$ cat src/rtl/dot_product_pkg.sv
// Shared types and default sizing for the dot-product feeder and dotProduct.
package dot_product_pkg;

  localparam int DP_DATA_WIDTH   = 8;
  localparam int DP_VECTOR_WIDTH = 4;
  localparam int DP_ADDR_WIDTH   = 5;

  typedef enum logic [1:0] {
    IDLE     = 2'd0,
    READ     = 2'd1,
    WAIT_RES = 2'd2,
    DONE     = 2'd3
  } dp_state_e;

  // Full-precision width of a sum of vw products of two dw-bit operands.
  function automatic int dp_result_width(input int dw, input int vw);
    return 2 * dw + $clog2(vw);
  endfunction

  localparam int DP_RESULT_WIDTH = dp_result_width(DP_DATA_WIDTH, DP_VECTOR_WIDTH);

endpackage

$ cat src/rtl/dot_product_addr_gen.sv
// Vector-memory read sequencer: per-vector base addresses, element counter,
// shared read strobe and the 2-cycle alignment pipeline towards dotProduct.
module dot_product_addr_gen
  import dot_product_pkg::*;
#(
  parameter int DATA_WIDTH   = DP_DATA_WIDTH,
  parameter int VECTOR_WIDTH = DP_VECTOR_WIDTH,
  parameter int ADDR_WIDTH   = DP_ADDR_WIDTH
) (
  input  logic                  clk,
  input  logic                  rst_n,
  input  logic                  load_i,
  input  logic                  issue_i,
  input  logic                  advance_i,
  input  logic [ADDR_WIDTH-1:0] base1_i,
  input  logic [ADDR_WIDTH-1:0] base2_i,
  input  logic [DATA_WIDTH-1:0] mem1_rdata_i,
  input  logic [DATA_WIDTH-1:0] mem2_rdata_i,
  output logic                  mem_rd_en_o,
  output logic [ADDR_WIDTH-1:0] mem1_addr_o,
  output logic [ADDR_WIDTH-1:0] mem2_addr_o,
  output logic [DATA_WIDTH-1:0] mem1_output_o,
  output logic [DATA_WIDTH-1:0] mem2_output_o,
  output logic                  data_valid_o,
  output logic                  burst_last_o
);

  localparam int EW = $clog2(VECTOR_WIDTH) + 1;

  logic [ADDR_WIDTH-1:0] base1_q, base2_q;
  logic [EW-1:0]         elem_q;
  logic                  rd_en_q;
  logic                  rd_d1_q;
  logic                  dv_q;
  logic [DATA_WIDTH-1:0] out1_q, out2_q;

  // Addresses are formed from registers only, so they are stable for the whole cycle.
  assign mem_rd_en_o   = rd_en_q;
  assign mem1_addr_o   = base1_q + ADDR_WIDTH'(elem_q);
  assign mem2_addr_o   = base2_q + ADDR_WIDTH'(elem_q);
  assign burst_last_o  = rd_en_q && (elem_q == EW'(VECTOR_WIDTH - 1));
  assign mem1_output_o = out1_q;
  assign mem2_output_o = out2_q;
  assign data_valid_o  = dv_q;

  // Vector base registers: latched on a new command, stepped one vector per result.
  always_ff @(posedge clk) begin
    if (!rst_n) begin
      base1_q <= '0;
      base2_q <= '0;
    end else if (load_i) begin
      base1_q <= base1_i;
      base2_q <= base2_i;
    end else if (advance_i) begin
      base1_q <= base1_q + ADDR_WIDTH'(VECTOR_WIDTH);
      base2_q <= base2_q + ADDR_WIDTH'(VECTOR_WIDTH);
    end
  end

  // Read burst: one strobe per element, VECTOR_WIDTH back-to-back cycles.
  always_ff @(posedge clk) begin
    if (!rst_n) begin
      rd_en_q <= 1'b0;
      elem_q  <= '0;
    end else if (issue_i) begin
      rd_en_q <= 1'b1;
      elem_q  <= '0;
    end else if (rd_en_q) begin
      if (burst_last_o) begin
        rd_en_q <= 1'b0;
        elem_q  <= '0;
      end else begin
        elem_q <= elem_q + EW'(1);
      end
    end
  end

  // Alignment pipeline: read data lands one cycle after the strobe and is registered once more.
  always_ff @(posedge clk) begin
    if (!rst_n) begin
      rd_d1_q <= 1'b0;
      dv_q    <= 1'b0;
      out1_q  <= '0;
      out2_q  <= '0;
    end else begin
      rd_d1_q <= rd_en_q;
      dv_q    <= rd_d1_q;
      if (rd_d1_q) begin
        out1_q <= mem1_rdata_i;
        out2_q <= mem2_rdata_i;
      end
    end
  end

endmodule

$ cat src/rtl/dot_product_feeder.sv
// Initiator for dotProduct: sequences vector reads, collects results and
// reports completion or a result timeout upstream.
module dot_product_feeder
  import dot_product_pkg::*;
#(
  parameter int DATA_WIDTH     = DP_DATA_WIDTH,
  parameter int VECTOR_WIDTH   = DP_VECTOR_WIDTH,
  parameter int ADDR_WIDTH     = DP_ADDR_WIDTH,
  parameter int RESULT_WIDTH   = dp_result_width(DATA_WIDTH, VECTOR_WIDTH),
  parameter int TIMEOUT_CYCLES = 64
) (
  input  logic                    clk,
  input  logic                    rst_n,
  input  logic                    start,
  input  logic [ADDR_WIDTH-1:0]   base_addr1,
  input  logic [ADDR_WIDTH-1:0]   base_addr2,
  input  logic [ADDR_WIDTH-1:0]   num_vectors,
  output logic                    mem_rd_en,
  output logic [ADDR_WIDTH-1:0]   mem1_addr,
  output logic [ADDR_WIDTH-1:0]   mem2_addr,
  input  logic [DATA_WIDTH-1:0]   mem1_rdata,
  input  logic [DATA_WIDTH-1:0]   mem2_rdata,
  output logic [DATA_WIDTH-1:0]   mem1_output,
  output logic [DATA_WIDTH-1:0]   mem2_output,
  output logic                    data_valid,
  input  logic [RESULT_WIDTH-1:0] dot_product_result,
  input  logic                    result_valid,
  output logic [RESULT_WIDTH-1:0] result_out,
  output logic                    result_out_valid,
  output logic                    busy,
  output logic                    done,
  output logic                    error
);

  localparam int TW = $clog2(TIMEOUT_CYCLES) + 1;

  dp_state_e             state_q;
  logic [ADDR_WIDTH-1:0] nv_q;
  logic [TW-1:0]         tmo_q, tmo_d;
  logic [RESULT_WIDTH-1:0] result_q;
  logic                  rov_q, done_q, busy_q, error_q;

  logic load, issue, advance, burst_last, got_result;

  // Sequencer controls derived from the current state and this cycle's inputs.
  always_comb begin
    got_result = (state_q == WAIT_RES) && result_valid;
    load       = (state_q == IDLE) && start && (num_vectors != '0);
    advance    = got_result;
    issue      = load || (got_result && (nv_q != ADDR_WIDTH'(1)));
    tmo_d      = tmo_q + TW'(1);
  end

  dot_product_addr_gen #(
    .DATA_WIDTH   (DATA_WIDTH),
    .VECTOR_WIDTH (VECTOR_WIDTH),
    .ADDR_WIDTH   (ADDR_WIDTH)
  ) u_addr_gen (
    .clk           (clk),
    .rst_n         (rst_n),
    .load_i        (load),
    .issue_i       (issue),
    .advance_i     (advance),
    .base1_i       (base_addr1),
    .base2_i       (base_addr2),
    .mem1_rdata_i  (mem1_rdata),
    .mem2_rdata_i  (mem2_rdata),
    .mem_rd_en_o   (mem_rd_en),
    .mem1_addr_o   (mem1_addr),
    .mem2_addr_o   (mem2_addr),
    .mem1_output_o (mem1_output),
    .mem2_output_o (mem2_output),
    .data_valid_o  (data_valid),
    .burst_last_o  (burst_last)
  );

  assign result_out       = result_q;
  assign result_out_valid = rov_q;
  assign busy             = busy_q;
  assign done             = done_q;
  assign error            = error_q;

  // Command FSM with registered status outputs; result takes priority over timeout.
  always_ff @(posedge clk) begin
    if (!rst_n) begin
      state_q  <= IDLE;
      nv_q     <= '0;
      tmo_q    <= '0;
      result_q <= '0;
      rov_q    <= 1'b0;
      done_q   <= 1'b0;
      busy_q   <= 1'b0;
      error_q  <= 1'b0;
    end else begin
      rov_q  <= 1'b0;
      done_q <= 1'b0;
      case (state_q)
        IDLE: begin
          if (start) begin
            error_q <= 1'b0;
            busy_q  <= 1'b1;
            if (num_vectors != '0) begin
              nv_q    <= num_vectors;
              state_q <= READ;
            end else begin
              state_q <= DONE;
              done_q  <= 1'b1;
            end
          end
        end
        READ: begin
          if (burst_last) begin
            state_q <= WAIT_RES;
            tmo_q   <= '0;
          end
        end
        WAIT_RES: begin
          tmo_q <= tmo_d;
          if (result_valid) begin
            result_q <= dot_product_result;
            rov_q    <= 1'b1;
            nv_q     <= nv_q - ADDR_WIDTH'(1);
            if (nv_q == ADDR_WIDTH'(1)) begin
              state_q <= DONE;
              done_q  <= 1'b1;
            end else begin
              state_q <= READ;
            end
          end else if (tmo_d == TW'(TIMEOUT_CYCLES)) begin
            error_q <= 1'b1;
            state_q <= DONE;
            done_q  <= 1'b1;
          end
        end
        DONE: begin
          state_q <= IDLE;
          busy_q  <= 1'b0;
        end
        default: state_q <= IDLE;
      endcase
    end
  end

endmodule
$ cat config.mk
export PLATFORM = sky130hd
export DESIGN_NAME = dot_product_feeder
export DESIGN_NICKNAME = d
export VERILOG_FILES = /design/src/rtl/dot_product_pkg.sv /design/src/rtl/dot_product_addr_gen.sv /design/src/rtl/dot_product_feeder.sv
export SDC_FILE = /design/constraint.sdc
export NUM_CORES = 1
export LEC_CHECK = 0
export BUFFER_PORTS_ARGS = -buffer_cell sky130_fd_sc_hd__buf_2
export CELL_PAD_IN_SITES_DETAIL_PLACEMENT = 1
export CELL_PAD_IN_SITES_GLOBAL_PLACEMENT = 1
export CORE_ASPECT_RATIO = 0.7
export CORE_MARGIN = 4
export CORE_UTILIZATION = 40
export DETAILED_ROUTE_END_ITERATION = 10
export PLACE_DENSITY = 0.88
export SYNTH_ARGS = -nofsm -noshare
export SYNTH_HDL_FRONTEND = slang
export SYNTH_SLANG_ARGS = --single-unit
$ cat constraint.sdc
create_clock -name clk -period 2.9 [get_ports clk]
set_clock_uncertainty 0.05 [all_clocks]
set_input_delay 0.435 -clock clk [delete_from_list [all_inputs] [get_ports clk]]
set_output_delay 0.435 -clock clk [all_outputs]
set_load 0.01 [all_outputs]
==> flow_metrics.py <==
metrics = {
    "power": {
        "peak_supply_drop_v": 0.000347,
        "power.leakage_nw": 1.84,
        "p_per_area_nw_per_um2": 575,
        "post-layout-total-power_mw": 2.39,
    },
    "critical_path": {
        "cp_data_required_time_ns": 2.41,
        "timing.critical_path.fanout_max": 4,
        "timing_worst_setup_path_type": "reg -> out",
        "timing.critical_path.to_type": "output port",
        "critical_path_source_type": "flop",
        "cp_data_arrival_time_ns": 2.07,
    },
    "yosys": {
        "synth_compound_gate_area_share": 0.176,
        "yosys_warnings": 0,
        "synth_mux_area_frac": 0.0552,
        "syn-num-nets": 436,
        "synth_seq_area_share": 0.414,
        "synth_xor_xnor_area_share": 0.0320,
        "yosys.area_share.simple": 0.218,
        "avg_synthesized_cell_area_sq_um": 8.93,
        "ys_types": 52,
        "synth-async-reset-ratio": 0,
        "synth_enable_flop_cells": 0,
        "synth_ff_type": "sky130_fd_sc_hd__dfxtp_1",
        "dominant_combinational_cell_family_by_area_after_synthesis": "simple AND/OR/NAND/NOR gates",
        "synthesis.instances": 368,
        "synth.ff_latch_count": 68,
        "synthAdderAreaFrac": 0.0617,
        "cell_area_after_technology_mapping_sq_um": 3280,
    },
    "placement": {
        "placement.io_buffers": 102,
        "detailedPlacementHpwl_microns": 6740,
        "gp_congestion": 0.820,
    },
    "detailed_routing": {
        "route.detailed.vias_per_inst": 5.15,
        "drc": 0,
        "first_iter_violations": 84,
        "drt_wl_total_microns": 9250,
        "dr.pass1.iters": 4,
        "vias": 2937,
        "antenna_left": 0,
        "wire_per_inst_microns": 16.2,
    },
    "cts": {
        "cts.root.buffer_cell": "sky130_fd_sc_hd__clkbuf_16",
        "post-cts-setup-buffers": 0,
        "clock_tree.buffer_depth": 2,
        "worstSkewPairLatency_ns": 0.33,
        "cts.clk_slew.worst_paths_ns": 0.06,
        "number_of_cells_upsized_or_downsized_after_cts": 0,
        "cts_inserted_buffers": 9,
        "clock_sink_count": 68,
        "cts_tree": "built",
        "htree_levels": 3,
        "ctsHoldBuffers": 0,
    },
    "global_route": {
        "grt_max_degree": 44,
        "grt-ovfl-total": 0,
        "grt_first_pass_wirelength_microns": 14900,
        "grt_antenna_before_repair": 1,
        "vias_in_the_first_global_route": 3066,
        "grt.total_usage": 0.194,
    },
    "layout": {
        "n_antenna_cell": 0,
        "share_of_final_layout_standard_cells_stronger_than_drive_strength_1": 0.281,
        "area_added_between_synthesis_and_finish_pct": 26.6,
        "final_net_count": 532,
        "fin_util": 0.524,
    },
    "flow_run": {
        "cap_violations": 0,
    },
    "floorplan": {
        "die_area_sq_um": 9750,
        "chipHeight_microns": 83.8,
        "num_io_pins": 103,
        "num_rows": 27,
        "die_w_microns": 116,
        "starting_density": 0.414,
        "design.core.area_sq_um": 7940,
    },
    "timing": {
        "slew_violations": 0,
        "final-hold-violation-count": 0,
        "maxSlewHeadroom": 0.380,
        "rsz0062_at_grt": "false",
        "timing_worst_slew_pin_value_ns": 0.929,
        "fin_tns_setup_ns": 0,
        "finalCriticalPeriod_ns": 2.55,
        "timing.final.setup_violations": 0,
        "final.period_utilization": 0.880,
        "max_clock_freq_mhz": 392,
    },
    "min_path": {
        "timing.hold.worst.class": "in -> reg",
    },
    "status": {
        "outcome": "finished clean",
    },
}
[power breakdown]
group / internal [mW] / leakage (nW) / switching (mW)
Clock: 0.771 / 0.159 / 0.396
Combinational: 0.111 / 1.13 / 0.114
Sequential: 0.967 / 0.553 / 0.0344
[per-stage QoR]
stage          cells  hold slack (ns)  setup WS [ns]  instance area [sq um]
2_1_floorplan    368            0.397          0.951                   3280
3_3_place_gp     554            0.397          0.747                   3840
3_5_place_dp     554            0.405          0.646                   3840
4_1_cts          570            0.283          0.313                   4160
5_1_grt          570            0.304          0.250                   4160
6_report         570            0.296          0.347                   4160
[sequential cells by signal (all words and copies together), names as in the netlist]
signal,count
u_addr_gen.elem_q,3
state_q,2
u_addr_gen.mem1_output_o,8
busy,1
u_addr_gen.base2_q,5
u_addr_gen.mem2_output_o,8
done,1
u_addr_gen.mem_rd_en_o,1
result_out,18
nv_q,5
u_addr_gen.rd_d1_q,1
tmo_q,7
u_addr_gen.base1_q,5
error,1
result_out_valid,1
u_addr_gen.data_valid_o,1
[synth_stat cells, types with 2 or more instances]
cell type                  instances  area share
sky130_fd_sc_hd__nand2_1          69       0.079
sky130_fd_sc_hd__dfxtp_1          68        0.41
sky130_fd_sc_hd__nor2b_1          31       0.059
sky130_fd_sc_hd__a21boi_0         25       0.057
sky130_fd_sc_hd__a21oi_1          17       0.026
sky130_fd_sc_hd__mux2i_1          17       0.052
sky130_fd_sc_hd__ha_1             13       0.050
sky130_fd_sc_hd__o21ai_0          13       0.020
sky130_fd_sc_hd__nor2_1           12       0.014
sky130_fd_sc_hd__clkbuf_1         10       0.011
sky130_fd_sc_hd__inv_1            10       0.011
sky130_fd_sc_hd__xnor2_1           8       0.021
sky130_fd_sc_hd__nor3_1            7       0.011
sky130_fd_sc_hd__a21o_1            6       0.014
sky130_fd_sc_hd__buf_2             6      0.0091
sky130_fd_sc_hd__nand3_1           5      0.0076
sky130_fd_sc_hd__and2_1            4      0.0076
sky130_fd_sc_hd__o211a_1           4       0.012
sky130_fd_sc_hd__xor2_1            4       0.011
sky130_fd_sc_hd__a222oi_1          2      0.0061
sky130_fd_sc_hd__buf_1             2      0.0023
sky130_fd_sc_hd__clkbuf_8          2      0.0084
sky130_fd_sc_hd__fa_1              2       0.012
sky130_fd_sc_hd__nand2b_1          2      0.0038
sky130_fd_sc_hd__o21a_1            2      0.0046
[cell usage in the layout (no fill, tap or decap), types with 8 or more instances in the layout]
cell type                     n
sky130_fd_sc_hd__dfxtp_1     68
sky130_fd_sc_hd__clkbuf_16    9
sky130_fd_sc_hd__nor2_1      12
sky130_fd_sc_hd__mux2i_1     17
sky130_fd_sc_hd__a21boi_0    25
sky130_fd_sc_hd__xnor2_1      8
sky130_fd_sc_hd__o21ai_0     13
sky130_fd_sc_hd__ha_1        13
sky130_fd_sc_hd__inv_1       10
sky130_fd_sc_hd__a21oi_1     17
sky130_fd_sc_hd__nand2_1     69
sky130_fd_sc_hd__nor2b_1     31
sky130_fd_sc_hd__buf_2      102
[cells by family after synthesis]
logic type	count (synthesis)
multiplexers	18
adder cells (fa/ha/maj)	15
flip-flops	68
AND/OR/NAND/NOR	143
AO/OA/AOI/OAI	82
buffers and inverters	30
XOR/XNOR	12
[worst max-delay path, stage by stage, from the launching register on]
cell and delay [ns]:
sky130_fd_sc_hd__dfxtp_1 0.40, sky130_fd_sc_hd__ha_1 0.19, sky130_fd_sc_hd__inv_1 0.07, sky130_fd_sc_hd__fa_1 0.47, sky130_fd_sc_hd__nor2b_1 0.14, sky130_fd_sc_hd__o21ai_0 0.12, sky130_fd_sc_hd__xnor2_1 0.20, sky130_fd_sc_hd__buf_2 0.16
[path summary, 6_finish.rpt]
path                                      from                            endpoint  slack [ns]  cells past startpoint
max          u_addr_gen.elem_q[0]$_SDFFE_PP0P_                        mem2_addr[4]        0.35                      7
min                              base_addr1[3]  u_addr_gen.base1_q[3]$_SDFFE_PN0P_        0.30                      2
max reg2reg            state_q[1]$_SDFFE_PN0P_                     done$_SDFF_PN0_        0.76                      4
min reg2reg         result_out[2]$_SDFFE_PN0P_          result_out[2]$_SDFFE_PN0P_        0.41                      2
[cell type report]
class,count,area [sq um]
fill,977,3780
multi-input combinational,270,1780
sequential,68,1360
timing repair buffer,105,533
clock buffer,11,243
tap,101,126
clock inverter,5,75.1
inverter,10,37.5
[layer usage]
metal	vias to the layer above	GRT usage	routed length (microns)
li1	1436	-	-
met5	-	0	7
met2	93	0.312	4260
met4	2	0.0580	108
met1	1394	0.231	4030
met3	12	0.0862	842
No activity file was read; power rests on OpenSTA's default activity.
